--- src/rtl/fetch_unit_pkg.sv ---
// ---------------------------------------------------------------------------
// fetch_pkg
//   Shared types and constants for the instruction-fetch stage.
//   - state_t       : fetch FSM encoding (FETCH, HOLD)
//   - *_MSB         : instruction field positions inside the IR
//   - RESET_PC_DEFAULT : PC loaded on reset unless overridden
// ---------------------------------------------------------------------------
package fetch_pkg;

    typedef enum logic {
        FETCH = 1'b0,
        HOLD  = 1'b1
    } state_t;

    // Instruction field positions (16-bit instruction word)
    localparam int OPC_MSB  = 15;   // opcode  = ir[15:12]
    localparam int RS_MSB   = 11;   // rs      = ir[11:8]
    localparam int RT_MSB   = 7;    // rt      = ir[7:4]
    localparam int BOFF_MSB = 3;    // branch offset = ir[3:0]

    localparam logic [15:0] RESET_PC_DEFAULT = 16'h0000;

endpackage

--- src/rtl/fetch_unit_if.sv ---
// ---------------------------------------------------------------------------
// fetch_unit_if
//   Instruction-memory request/acknowledge bus.
//   Ports (signals):
//     mem_req   : fetch request, driven by the fetch unit
//     mem_addr  : word address of the fetch
//     mem_ack   : memory returns mem_rdata valid this cycle
//     mem_rdata : fetched instruction word
//
//   Handshake: a transfer happens on a rising clock edge where mem_req and
//   mem_ack are both 1. Once raised, mem_req and mem_addr stay stable until
//   that edge. mem_ack is only meaningful while mem_req is 1; an ack seen
//   with mem_req low is ignored.
//   Modports: master = fetch unit, slave = instruction memory.
// ---------------------------------------------------------------------------
interface fetch_unit_if #(
    parameter int PC_WIDTH    = 16,
    parameter int INSTR_WIDTH = 16
);
    logic                   mem_req;
    logic [PC_WIDTH-1:0]    mem_addr;
    logic                   mem_ack;
    logic [INSTR_WIDTH-1:0] mem_rdata;

    modport master (
        output mem_req,
        output mem_addr,
        input  mem_ack,
        input  mem_rdata
    );

    modport slave (
        input  mem_req,
        input  mem_addr,
        output mem_ack,
        output mem_rdata
    );
endinterface

--- src/rtl/fetch_unit_next_pc_calc.sv ---
// ---------------------------------------------------------------------------
// next_pc_calc
//   Combinational next-PC selection for the fetch stage.
//   Ports:
//     pc            : address of the held instruction
//     ir            : low 12 bits of the held instruction (jump target /
//                     branch offset field); the opcode is not needed here
//     jump_en       : absolute jump -> {pc[15:12], ir[11:0]}
//     branch_en     : conditional branch
//     branch_decide : comparator result, only used when branch_en = 1
//     next_pc       : selected next PC (modulo 2^PC_WIDTH)
// ---------------------------------------------------------------------------
module next_pc_calc
    import fetch_pkg::*;
#(
    parameter int PC_WIDTH = 16
) (
    input  logic [PC_WIDTH-1:0] pc,
    input  logic [11:0]         ir,
    input  logic                jump_en,
    input  logic                branch_en,
    input  logic                branch_decide,
    output logic [PC_WIDTH-1:0] next_pc
);

    logic [PC_WIDTH-1:0] w_pc_inc;
    logic [PC_WIDTH-1:0] w_boff_sext;
    logic [PC_WIDTH-1:0] w_jump_tgt;

    assign w_pc_inc    = pc + PC_WIDTH'(1);
    // 4-bit signed word offset, range -8..+7, relative to pc + 1
    assign w_boff_sext = {{(PC_WIDTH-BOFF_MSB-1){ir[BOFF_MSB]}}, ir[BOFF_MSB:0]};
    // Jump keeps the current 4K-word page and replaces the low 12 bits
    assign w_jump_tgt  = {pc[PC_WIDTH-1:12], ir[11:0]};

    always_comb begin
        next_pc = w_pc_inc;
        if (jump_en) begin
            next_pc = w_jump_tgt;
        end else if (branch_en && branch_decide) begin
            next_pc = w_pc_inc + w_boff_sext;
        end
    end

endmodule

--- src/rtl/fetch_unit.sv ---
// ---------------------------------------------------------------------------
// fetch_unit
//   Instruction-fetch stage of the 16-bit multicycle datapath. Fetches one
//   instruction per memory handshake into the IR, presents its fields to the
//   register file / immediate path, and steps the PC when downstream reports
//   the instruction done.
//
//   Ports:
//     clock, reset_n  : clock, asynchronous active-low reset
//     mem             : instruction-memory bus (fetch_unit_if.master)
//     instr_valid     : IR holds an instruction awaiting completion
//     opcode/rs/rt    : ir[15:12] / ir[11:8] / ir[7:4]
//     imm12           : ir[11:0]
//     pc              : address of current / being-fetched instruction
//     instr_done      : downstream finished the held instruction
//     branch_en, branch_decide, jump_en : next-PC controls
//     dbg_state       : current FSM state
//     retire_count    : saturating completed-instruction counter
//                       (present only when FETCH_RETIRE_COUNT_EN is defined)
// ---------------------------------------------------------------------------
module fetch_unit
    import fetch_pkg::*;
#(
    parameter int                  PC_WIDTH    = 16,
    parameter int                  INSTR_WIDTH = 16,
    parameter logic [PC_WIDTH-1:0] RESET_PC    = PC_WIDTH'(RESET_PC_DEFAULT)
) (
    input  logic                clock,
    input  logic                reset_n,
    fetch_unit_if.master        mem,
    output logic                instr_valid,
    output logic [3:0]          opcode,
    output logic [3:0]          rs,
    output logic [3:0]          rt,
    output logic [11:0]         imm12,
    output logic [PC_WIDTH-1:0] pc,
    input  logic                instr_done,
    input  logic                branch_en,
    input  logic                branch_decide,
    input  logic                jump_en,
`ifdef FETCH_RETIRE_COUNT_EN
    output logic [15:0]         retire_count,
`endif
    output state_t              dbg_state
);

    state_t                 r_state;
    state_t                 w_next_state;
    logic [PC_WIDTH-1:0]    r_pc;
    logic [INSTR_WIDTH-1:0] r_ir;
    logic [PC_WIDTH-1:0]    w_next_pc;
    logic                   w_fetch_take;
    logic                   w_retire;

    // -----------------------------------------------------------------------
    // FSM state register
    // -----------------------------------------------------------------------
    always_ff @(posedge clock or negedge reset_n) begin
        if (!reset_n) begin
            r_state <= FETCH;
        end else begin
            r_state <= w_next_state;
        end
    end

    // -----------------------------------------------------------------------
    // FSM next state and outputs
    // -----------------------------------------------------------------------
    always_comb begin
        w_next_state = r_state;
        mem.mem_req  = 1'b0;
        instr_valid  = 1'b0;
        w_fetch_take = 1'b0;
        w_retire     = 1'b0;
        case (r_state)
            FETCH: begin
                // Gated with reset_n so the request drops the moment reset
                // asserts, not only once the state register has settled.
                mem.mem_req  = reset_n;
                w_fetch_take = mem.mem_ack;
                if (mem.mem_ack) begin
                    w_next_state = HOLD;
                end
            end
            HOLD: begin
                instr_valid = 1'b1;
                w_retire    = instr_done;
                if (instr_done) begin
                    w_next_state = FETCH;
                end
            end
            default: begin
                w_next_state = FETCH;
            end
        endcase
    end

    // -----------------------------------------------------------------------
    // PC and IR. The IR only loads on a FETCH-state ack, so acks arriving in
    // HOLD leave it untouched; the PC only moves on a HOLD-state completion.
    // -----------------------------------------------------------------------
    always_ff @(posedge clock or negedge reset_n) begin
        if (!reset_n) begin
            r_pc <= RESET_PC;
            r_ir <= '0;
        end else begin
            if (w_fetch_take) begin
                r_ir <= mem.mem_rdata;
            end
            if (w_retire) begin
                r_pc <= w_next_pc;
            end
        end
    end

    next_pc_calc #(
        .PC_WIDTH (PC_WIDTH)
    ) u_next_pc_calc (
        .pc            (r_pc),
        .ir            (r_ir[11:0]),
        .jump_en       (jump_en),
        .branch_en     (branch_en),
        .branch_decide (branch_decide),
        .next_pc       (w_next_pc)
    );

`ifdef FETCH_RETIRE_COUNT_EN
    logic [15:0] r_retire_count;

    always_ff @(posedge clock or negedge reset_n) begin
        if (!reset_n) begin
            r_retire_count <= '0;
        end else if (w_retire && (r_retire_count != 16'hFFFF)) begin
            r_retire_count <= r_retire_count + 16'd1;
        end
    end

    assign retire_count = r_retire_count;
`endif

    assign mem.mem_addr = r_pc;
    assign pc           = r_pc;
    assign opcode       = r_ir[OPC_MSB:OPC_MSB-3];
    assign rs           = r_ir[RS_MSB:RS_MSB-3];
    assign rt           = r_ir[RT_MSB:RT_MSB-3];
    assign imm12        = r_ir[11:0];
    assign dbg_state    = r_state;

endmodule

--- src/flat_wrapper.sv ---
// flat-port wrapper written by rule: the top's interface ports become plain ports
module fetch_unit_flat import fetch_pkg::*;
#(
    parameter int                  PC_WIDTH    = 16,
    parameter int                  INSTR_WIDTH = 16,
    parameter logic [PC_WIDTH-1:0] RESET_PC    = PC_WIDTH'(RESET_PC_DEFAULT)
)
  (clock, reset_n, instr_valid, opcode, rs, rt, imm12, pc, instr_done, branch_en, branch_decide, jump_en, dbg_state, mem_mem_req, mem_mem_addr, mem_mem_ack, mem_mem_rdata);
  fetch_unit_if #(.PC_WIDTH(PC_WIDTH), .INSTR_WIDTH(INSTR_WIDTH)) mem_i ();
  input  logic clock;
  input  logic reset_n;
  output logic instr_valid;
  output logic [3:0] opcode;
  output logic [3:0] rs;
  output logic [3:0] rt;
  output logic [11:0] imm12;
  output logic [PC_WIDTH-1:0] pc;
  input  logic instr_done;
  input  logic branch_en;
  input  logic branch_decide;
  input  logic jump_en;
  output state_t dbg_state;
  output wire logic [$bits(mem_i.mem_req)-1:0] mem_mem_req;
  output wire logic [$bits(mem_i.mem_addr)-1:0] mem_mem_addr;
  input wire logic [$bits(mem_i.mem_ack)-1:0] mem_mem_ack;
  input wire logic [$bits(mem_i.mem_rdata)-1:0] mem_mem_rdata;
  assign mem_mem_req = mem_i.mem_req;
  assign mem_mem_addr = mem_i.mem_addr;
  assign mem_i.mem_ack = mem_mem_ack;
  assign mem_i.mem_rdata = mem_mem_rdata;
  fetch_unit #(.PC_WIDTH(PC_WIDTH), .INSTR_WIDTH(INSTR_WIDTH), .RESET_PC(RESET_PC)) u_core (.clock(clock), .reset_n(reset_n), .mem(mem_i), .instr_valid(instr_valid), .opcode(opcode), .rs(rs), .rt(rt), .imm12(imm12), .pc(pc), .instr_done(instr_done), .branch_en(branch_en), .branch_decide(branch_decide), .jump_en(jump_en), .dbg_state(dbg_state));
endmodule
--- config.mk ---
export PLATFORM = sky130hd
export DESIGN_NAME = fetch_unit_flat
export DESIGN_NICKNAME = d
export VERILOG_FILES = /design/src/rtl/fetch_unit_pkg.sv /design/src/rtl/fetch_unit_if.sv /design/src/rtl/fetch_unit_next_pc_calc.sv /design/src/rtl/fetch_unit.sv /design/src/flat_wrapper.sv
export SDC_FILE = /design/constraint.sdc
export NUM_CORES = 1
export LEC_CHECK = 0
export ABC_AREA = 1
export CORE_UTILIZATION = 40
export CTS_CLUSTER_DIAMETER = 50
export DETAILED_ROUTE_END_ITERATION = 10
export DONT_BUFFER_PORTS = 1
export HOLD_SLACK_MARGIN = 0.02
export PLACE_DENSITY_LB_ADDON = 0.15
export SLEW_MARGIN = 20
export SYNTH_ARGS = -nofsm -noshare
export SYNTH_HDL_FRONTEND = slang
export SYNTH_SLANG_ARGS = --single-unit
--- constraint.sdc ---
create_clock -name clock -period 3.78 [get_ports clock]
set_clock_uncertainty 0.1 [all_clocks]
set_input_delay 0.567 -clock clock [delete_from_list [all_inputs] [get_ports clock]]
set_output_delay 0.567 -clock clock [all_outputs]
set_load 0.005 [all_outputs]
=== Yosys cells after proc, flatten, opt, wreduce, memory -nomap -nowiden ===
Index checks and enable logic that the tools add are counted.

* Flip-flop bits (word level): 33
* Output and inout port bits: 59

* Add/sub/neg operators: 2
* Multiplexer cells: 9
* Bitwise logic cells: 2
* Reductions and logical operators: 2

{| class="wikitable"
|+ Operator list
! operator !! number
|-
| 16-bit by 1-bit adder with 16-bit output (second input constant) || 1
|-
| 16-bit adder || 1
|-
| 16-bit 2-to-1 mux || 1
|-
| 12-bit 2-to-1 mux || 1
|-
| 1-bit 2-to-1 mux || 6
|-
| 1-bit NOT || 2
|-
| 1-bit one-hot mux with 2 select lines || 1
|-
| 2-bit AND reduction || 1
|-
| 1-bit logical AND || 1
|}

=== Logic depth before layout (Yosys ltp) ===
Gate-level depths: netlist (run 1).

* Depth in word-level cells: 4
* Depth in mapped cells: 19
* Mapped depth without buffers: 19

=== By module ===
Synthesis (run 1) repeated with hierarchy kept, for this count alone.

* Cells, all modules: 486
* Area, all modules: 3,153.0 µm²

{| class="wikitable"
|+ Modules (own cells, without submodules)
! module !! instances !! cells each !! area each (µm²)
|-
| next_pc_calc || 1 || 317 || 1,616.6
|-
| fetch_unit || 1 || 169 || 1,536.5
|}

=== Worst setup path before layout (run 1) ===
Ideal clock, no wire load.

* Kind: register to register
* Start: register u_core.r_pc[0], in the netlist u_core.mem.mem_addr[0]
* End: register u_core.r_pc[15], in the netlist u_core.mem.mem_addr[15]
* Library setup time: 0.118 ns
* Arrival time: 2.241 ns
* Required time: 3.562 ns
* Setup slack: 1.321 ns
* Stages on the path, launching flop included: 19
* Buffers on the path: 0
* Clock period less this slack: 2.459 ns
* Cell sequence: dfrtp_1 > ha_1 > nand2_1 > nor2_1 > nand2_1 > inv_2 > nand2_1 > xor2_1 > ha_1 > nand2_1 > nand2_1 > nand2_1 > nand2_1 > a21oi_1 > nand2_1 > nand2_1 > nand4_1 > nand3_1 > nand2_1

* Word-level cells in the longest chain between the ends: 3

{| class="wikitable"
|+ Ends and longest elaborated chain
! element !! line !! source
|-
| from (decl) || fetch_unit.sv:49 || <nowiki>logic [PC_WIDTH-1:0] r_pc;</nowiki>
|-
| from (signal assigned) || fetch_unit.sv:111 || <nowiki>r_pc <= w_next_pc;</nowiki>
|-
| 16-bit by 1-bit adder with 16-bit output * || fetch_unit_next_pc_calc.sv:30 || <nowiki>assign w_pc_inc = pc + PC_WIDTH'(1);</nowiki>
|-
| 16-bit adder || fetch_unit_next_pc_calc.sv:41 || <nowiki>next_pc = w_pc_inc + w_boff_sext;</nowiki>
|-
| 16-bit 2-to-1 mux * || fetch_unit_next_pc_calc.sv:40 || <nowiki>end else if (branch_en && branch_decide) begin</nowiki>
|}

Mark *: on every way between the ends. The rest lies on a longest branch, timed or not.
A chain may end at the register's enable or synchronous reset.

=== Worst setup path in the final report (run 1) ===
* Start: register u_core.r_pc[0], in the netlist u_core.mem.mem_addr[0]
* End: register u_core.r_pc[13], in the netlist u_core.mem.mem_addr[13]

Same word-level chain as after synthesis.

==> results of run 1 <==
-- layer usage --
| layer | global-route usage, % | up-vias | wire (um) |
|---|---|---|---|
| li1 | - | 1294 | - |
| met1 | 26.70 | 1159 | 3604 |
| met2 | 32.73 | 74 | 3240 |
| met3 | 3.265 | 16 | 315 |
| met4 | 8.798 | 0 | 210 |
| met5 | 0 | - | 0 |
-- Yosys cell counts (2+ instances only) --
cell type	number	area [um^2]
nand2_1	118	442.9
inv_1	51	191.4
nand3_1	35	175.2
dfrtp_1	33	825.8
nor2_1	28	105.1
a21oi_1	25	125.1
buf_4	25	187.7
ha_1	19	237.7
mux2_2	11	123.9
xor2_1	10	87.58
o21ai_0	9	45.04
o211ai_1	7	52.55
nor3_1	6	30.03
inv_2	5	18.77
nor3_2	4	40.04
clkbuf_1	3	11.26
clkbuf_8	3	41.29
nand3b_1	3	22.52
nand4_1	3	18.77
o21ai_1	3	15.01
o21bai_1	3	22.52
buf_2	2	10.01
nor2_4	2	22.52
nor3b_1	2	15.01
-- through the flow --
step                      util, %  hold WS, ns  setup WS (ns)  instances
after floorplan                 -       0.1714          1.321        422
after global placement      39.52       0.1719         0.7260        488
after detailed placement    39.52       0.1719         0.7190        488
after CTS                   41.19       0.2782         0.7008        497
after global routing        41.19       0.3019         0.3683        497
final                       41.19       0.2858         0.6905        497
-- sequential cells by signal (all words and copies together) (netlist names) --
name,count
u_core.mem.mem_addr,16
u_core.dbg_state,1
u_core.r_ir,16
-- critical path, stage by stage, from the launching register on --
cell and delay [ns]:
dfrtp_1 0.50, ha_1 0.32, nand2_1 0.08, nor2_1 0.21, nand2_1 0.16, xor2_1 0.24
ha_1 0.34, nand2_1 0.11, inv_1 0.06, a21oi_1 0.24, nor2_1 0.08, nor2_1 0.14
nand3_1 0.09, nand3_1 0.09, nand2_1 0.07, nand2_1 0.08, nand2_1 0.06
-- power by group through the flow --
stage | clock network, mW | registers, mW | logic (mW)
after floorplan | 0 | 0.604 | 1.13
after global placement | 0 | 0.678 | 1.22
after detailed placement | 0 | 0.678 | 1.22
after CTS | 0.285 | 0.672 | 1.24
after global routing | 0.297 | 0.695 | 1.44
final | 0.273 | 0.671 | 1.25
-- kinds of logic (layout without fill, tap and decap cells) --
logic type | Yosys count | after routing | share of synthesized area, %
xor+xnor | 11 | 11 | 3.487
buf+inv | 90 | 66 | 15.67
mux | 11 | 11 | 4.160
compound gates | 52 | 52 | 10.00
flops | 33 | 33 | 27.73
simple gates | 205 | 205 | 30.29
fa+ha+maj | 20 | 20 | 8.656
-- final cells by class --
| class | count | share of cell area, % |
|---|---|---|
| clock buffers | 6 | 2.779 |
| clock inverters | 1 | 0.2526 |
| inverters | 57 | 7.284 |
| multi-input cells | 299 | 56.72 |
| flip-flops and latches | 33 | 27.79 |
| well taps | 99 | 4.168 |
| repair buffers | 2 | 1.011 |
-- worst max-delay path by stage --
stage / from / to / slack, ns / depth (start not counted)
3_5_place_dp: u_core.mem.mem_addr[0]$_DFFE_PN0P_ / u_core.mem.mem_addr[13]$_DFFE_PN0P_ / 0.72 / 16
4_1_cts: u_core.mem.mem_addr[0]$_DFFE_PN0P_ / u_core.mem.mem_addr[13]$_DFFE_PN0P_ / 0.70 / 17
3_3_place_gp: u_core.mem.mem_addr[0]$_DFFE_PN0P_ / u_core.mem.mem_addr[13]$_DFFE_PN0P_ / 0.73 / 17
2_1_floorplan: u_core.mem.mem_addr[0]$_DFFE_PN0P_ / u_core.mem.mem_addr[15]$_DFFE_PN0P_ / 1.32 / 18
6_report: u_core.mem.mem_addr[0]$_DFFE_PN0P_ / u_core.mem.mem_addr[13]$_DFFE_PN0P_ / 0.69 / 16
5_1_grt: u_core.mem.mem_addr[0]$_DFFE_PN0P_ / u_core.mem.mem_addr[13]$_DFFE_PN0P_ / 0.37 / 17
-- timing repair --
| action | 4_1_cts | 5_1_grt |
|---|---|---|
| gates resized for setup | 0 | 0 |
| hold buffers | 2 | 0 |
| endpoints found under the hold margin | 33 | 0 |
==> impl_metrics.py, run 1 <==
metrics = {
    "worst_setup_path": {
        "r2r_slack_ns": 0.69,
        "arrival_ns": 3.17,
        "reg2reg_depth": 16,
        "critPathKind": "reg -> reg",
        "cp_max_fo": 5,
        "cp-end-kind": "flop",
        "cp.required_ns": 3.86,
        "r2r-start": "u_core.mem.mem_addr[0]$_DFFE_PN0P_",
        "r2r_end": "u_core.mem.mem_addr[13]$_DFFE_PN0P_",
        "startpoint_type": "flop",
    },
    "route": {
        "drtIter0Drc": 136,
        "vias": 2543,
        "totalWireLength_mm": 7.371,
        "viasPerCell": 5.117,
        "wl_per_cell_um": 14.83,
        "dr.pass1.iters": 4,
        "postRouteAntennaNets": 0,
        "route.detailed.drc": 0,
    },
    "power": {
        "vdd_drop_max_mv": 0.3121,
        "p_switching_mw": 1.131,
        "power_frac_comb_pct": 56.9,
        "clkPwrFrac_pct": 12.5,
        "sequentialPowerShare_pct": 30.6,
        "p_per_area_nw_per_um2": 738.4,
        "switching_share_pct": 51.54,
        "p_leak_nw": 1.520,
        "total_power_mw": 2.194,
        "p_int_mw": 1.063,
    },
    "clocking": {
        "cts_setup_buffers": 0,
        "cts.sinks": 33,
        "clockBufferDepth": 2,
        "htreeDepth": 2,
        "clkTransAtPathRegs_ns": 0.07,
        "clock_latency_ns": 0.28,
        "cts_tree": "done",
        "root_buffer": "clkbuf_8",
        "cts_buffers": 5,
    },
    "sta": {
        "fin_tns_setup_ns": 0,
        "slew_viol_final": 0,
        "max_slew_margin_pct": 47.19,
        "rsz0062_at_grt": "no",
        "fin_crit_sh_pct": 81.73,
        "worst_slew_pin_slew_ns": 0.7922,
        "max_freq_mhz": 323.7,
        "hold_viol_final": 0,
        "period_needed_ns": 3.089,
        "final-setup-viol-count": 0,
    },
    "logic_synthesis": {
        "syn-num-nets": 465,
        "syn_area_um2": 2978,
        "avgSynthCellArea_um2": 7.057,
        "yosysWarnings": 0,
        "ys_ff_latch": 33,
        "synth-edff-count": 0,
        "seq_area_frac_synth_pct": 27.73,
        "synth_ff_type": "dfrtp_1",
        "synth_cell_types": 36,
        "synth-async-reset-ratio_pct": 100.0,
        "postSynthCellCount": 422,
    },
    "cells_and_area": {
        "final_cell_mix": "118 x nand2_1, 51 x inv_1, 35 x nand3_1, 33 x dfrtp_1, 28 x nor2_1",
        "nFillCells": 808,
        "final_common_cell": "nand2_1",
        "regArea_um2": 825.8,
        "multi_input_area_um2": 1685,
        "diodes": 0,
        "drive_above_1_share_pct": 9.045,
        "final_nets": 441,
        "syn2layout_area_growth_pct": -0.2101,
        "fin_area_um2": 2972,
    },
    "min_path": {
        "min_from": "instr_done",
        "holdPathEnd": "u_core.dbg_state$_DFF_PN0_",
        "hold_path_depth": 1,
        "hp-class": "in -> reg",
    },
    "floorplan": {
        "die_y_um": 88.28,
        "dieArea_um2": 7793,
        "core-area_um2": 7214,
        "io_pins": 82,
        "start_util_pct": 41.28,
        "row_count": 31,
        "die_width_um": 88.28,
    },
    "global_routing": {
        "grt_pass1_vias": 2408,
        "grt_pass1_wl_mm": 11.92,
        "antenna_found_initial": 0,
        "track_usage_pct": 20.21,
        "grt_overflow": 0,
        "grt_max_degree": 34,
    },
    "placement": {
        "place_area_um2": 2851,
        "gp_congestion": 0.8769,
        "dpl.hpwl_mm": 5.661,
        "port_buffers": 0,
    },
    "status": {
        "status": "completed",
    },
    "run": {
        "max-cap-violations": 0,
    },
}
No activity file was read; power rests on OpenSTA's default activity.
==> run 2, diff against run 1 <==
==> constraint.sdc (replaced) <==
create_clock -name clock -period 2.45 [get_ports clock]
set_clock_uncertainty 0.1 [all_clocks]
set_input_delay 0.3675 -clock clock [delete_from_list [all_inputs] [get_ports clock]]
set_output_delay 0.3675 -clock clock [all_outputs]
set_load 0.005 [all_outputs]
==> run 2 against run 1 <==
Compared with the run above: the flow now finishes with violations (negative setup slack); clock power up 44%; sequential power increased by 32%; first-iteration DRC count shrank 6.6%; power increased by 130%; wire length rose by 19%; utilization up 16 points; hold slack lost 0.20 ns; design area grew 39%; clock-buffer cell count is the same; flip-flop and latch count unchanged; register-to-register slack got worse by 0.81 ns; non-clock buffer count increased by 76; critical path type unchanged; critical endpoint is now u_core.mem.mem_addr[15]$_DFFE_PN0P_.
==> impl_metrics.py, run 2 (synthesized netlist as in run 1, its figures left out) <==
metrics = {
    "status": {
        "status": "finished, violations left",
        "violations": "negative setup slack",
    },
    "clocking": {
        "clockBufferDepth": 2,
        "root_buffer": "clkbuf_8",
        "cts_buffers": 5,
        "cts.sinks": 33,
        "htreeDepth": 2,
        "clock_latency_ns": 0.28,
        "cts_tree": "done",
        "clkTransAtPathRegs_ns": 0.07,
    },
    "worst_setup_path": {
        "r2r-start": "u_core.mem.mem_addr[1]$_DFFE_PN0P_",
        "critPathKind": "reg -> reg",
        "cp_max_fo": 4,
        "path_cells": "buf_6 -> nand2_4 -> nor2_4 -> nand2_4 -> xor2_1 -> buf_4 -> ha_1 -> nand2_2 -> inv_1 -> nand2_1 -> nor3_2 -> nand2_2 -> nand2_1 -> nand2_2 -> nand3_1 -> nand2_1 -> nand3_1 -> nand2_1",
        "cp.required_ns": 2.53,
        "worst-path-buf-inv": 3,
        "startpoint_type": "flop",
        "r2r_slack_ns": -0.12,
        "cp-end-kind": "flop",
        "cp_slowest_cell": "dfrtp_1",
        "max_stage_delay_ns": 0.40,
        "r2r_end": "u_core.mem.mem_addr[15]$_DFFE_PN0P_",
        "path_delay_family": "simple AND/OR/NAND/NOR gates",
        "cpMostUsedCell": "nand2_1",
        "arrival_ns": 2.64,
        "reg2reg_depth": 18,
    },
    "sta": {
        "postLayoutSetupSlackWorst_ns": -0.1169,
        "rsz0062_at_grt": "yes",
        "max_freq_mhz": 389.6,
        "period_needed_ns": 2.567,
        "max_slew_margin_pct": 51.52,
        "worst_slew_pin_slew_ns": 0.7255,
        "fin_tns_setup_ns": -0.6113,
        "fin_crit_sh_pct": 104.8,
        "final-setup-viol-count": 9,
        "hold_viol_final": 0,
        "slew_viol_final": 0,
    },
    "placement": {
        "port_buffers": 0,
        "place_ws_ns": -0.2846,
        "gp_congestion": 0.7972,
        "dpl.hpwl_mm": 6.103,
    },
    "power": {
        "vdd_drop_max_mv": 0.6345,
        "p_leak_nw": 2.004,
        "p_per_area_nw_per_um2": 1204,
        "total_power_mw": 4.964,
    },
    "floorplan": {
        "die_y_um": 88.28,
        "io_pins": 82,
        "core-area_um2": 7214,
        "row_count": 31,
        "start_util_pct": 41.28,
        "die_width_um": 88.28,
        "dieArea_um2": 7793,
    },
    "global_routing": {
        "antenna_found_initial": 0,
        "grt_overflow": 0,
        "grt_max_degree": 34,
        "grt_pass1_vias": 2777,
        "track_usage_pct": 22.28,
        "grt_pass1_wl_mm": 13.22,
    },
    "cells_and_area": {
        "drive_above_1_share_pct": 42.74,
        "final_common_cell": "nand2_1",
        "diodes": 0,
        "syn2layout_area_growth_pct": 38.45,
        "final_nets": 517,
        "final_cell_mix": "86 x nand2_1, 69 x buf_4, 43 x inv_1, 32 x dfrtp_1, 27 x nand3_1",
        "fin_util_pct": 57.15,
    },
    "route": {
        "route.detailed.drc": 0,
        "viasPerCell": 4.988,
        "totalWireLength_mm": 8.784,
        "postRouteAntennaNets": 0,
        "wl_per_cell_um": 15.30,
        "dr.pass1.iters": 5,
        "vias": 2863,
        "drtIter0Drc": 127,
    },
    "min_path": {
        "hp-class": "in -> reg",
        "holdPathEnd": "u_core.dbg_state$_DFF_PN0_",
        "hold_path_depth": 1,
        "min_from": "instr_done",
    },
    "run": {
        "max-cap-violations": 0,
    },
}
==> run 2: cell type report <==
type                       count  area, um^2
tap                           99       123.9
inverter                      57       216.5
clock inverter                 2       10.01
sequential                    33       827.0
timing repair buffer          78       626.9
multi-input combinational    299        2246
clock buffer                   6       72.57
fill                         651        3092
==> run 2: report_power, final <==
group / leakage (nW) / switching [mW] / internal (mW)
logic: 1.57 / 2.01 / 1.67
clock network: 0.0450 / 0.196 / 0.197
registers: 0.389 / 0.178 / 0.712
total: 2.00 / 2.38 / 2.58
==> run 2: worst register-to-register path, stage by stage (launching register included) <==
cell and delay [ns]:
dfrtp_1 0.40, buf_6 0.13, nand2_4 0.05, nor2_4 0.14, nand2_4 0.10, xor2_1 0.15
buf_4 0.15, ha_1 0.31, nand2_2 0.07, inv_1 0.09, nand2_1 0.11, nor3_2 0.14
nand2_2 0.09, nand2_1 0.09, nand2_2 0.06, nand3_1 0.08, nand2_1 0.05, nand3_1 0.08
nand2_1 0.06
==> run 2: how the worst max path moves through the flow <==
stage	startpoint	endpoint	slack (ns)	depth (start not counted)
2_1_floorplan	u_core.mem.mem_addr[1]$_DFFE_PN0P_	u_core.mem.mem_addr[15]$_DFFE_PN0P_	0.03	18
3_3_place_gp	u_core.mem.mem_addr[0]$_DFFE_PN0P_	u_core.mem.mem_addr[14]$_DFFE_PN0P_	-0.24	14
3_5_place_dp	u_core.mem.mem_addr[0]$_DFFE_PN0P_	u_core.mem.mem_addr[14]$_DFFE_PN0P_	-0.28	14
4_1_cts	u_core.mem.mem_addr[1]$_DFFE_PN0P_	u_core.mem.mem_addr[15]$_DFFE_PN0P_	-0.07	18
5_1_grt	u_core.mem.mem_addr[5]$_DFFE_PN0P_	u_core.mem.mem_addr[15]$_DFFE_PN0P_	-0.28	19
6_report	u_core.mem.mem_addr[1]$_DFFE_PN0P_	u_core.mem.mem_addr[15]$_DFFE_PN0P_	-0.12	18
==> run 2: routing by layer <==
| metal | share of wire [%] | up-vias | track usage (%) |
|---|---|---|---|
| li1 | - | 1436 | - |
| met1 | 45 | 1330 | 29.79 |
| met2 | 49 | 86 | 37.76 |
| met3 | 4.2 | 11 | 2.985 |
| met4 | 1.3 | 0 | 6.305 |
| met5 | 0 | - | 0 |
==> run 2: timing repair <==
item,in CTS,in global routing
hold buffers,2,0
setup buffers,14,6
pin swaps,31,44
hold endpoints to repair,33,0
resized for setup,50,72
setup endpoints to repair,11,12
==> run 2: metrics by stage <==
stage / area, um^2 / cells / hold slack [ns]
after floorplan: 2979 / 422 / -0.02809
after global placement: 3281 / 545 / -0.02756
after detailed placement: 3281 / 545 / -0.02751
after CTS: 3776 / 569 / 0.07563
after global routing: 4123 / 574 / 0.07908
final: 4123 / 574 / 0.08265
==> run 3, diff against run 2 <==
--- a/config.mk
+++ b/config.mk
@@ -12,7 +12,6 @@
 export DONT_BUFFER_PORTS = 1
 export HOLD_SLACK_MARGIN = 0.02
 export PLACE_DENSITY_LB_ADDON = 0.15
-export SLEW_MARGIN = 20
 export SYNTH_ARGS = -nofsm -noshare
 export SYNTH_HDL_FRONTEND = slang
 export SYNTH_SLANG_ARGS = --single-unit
==> results of run 3 <==
The final DEF is identical to that of run 2; final timing and power are the same.
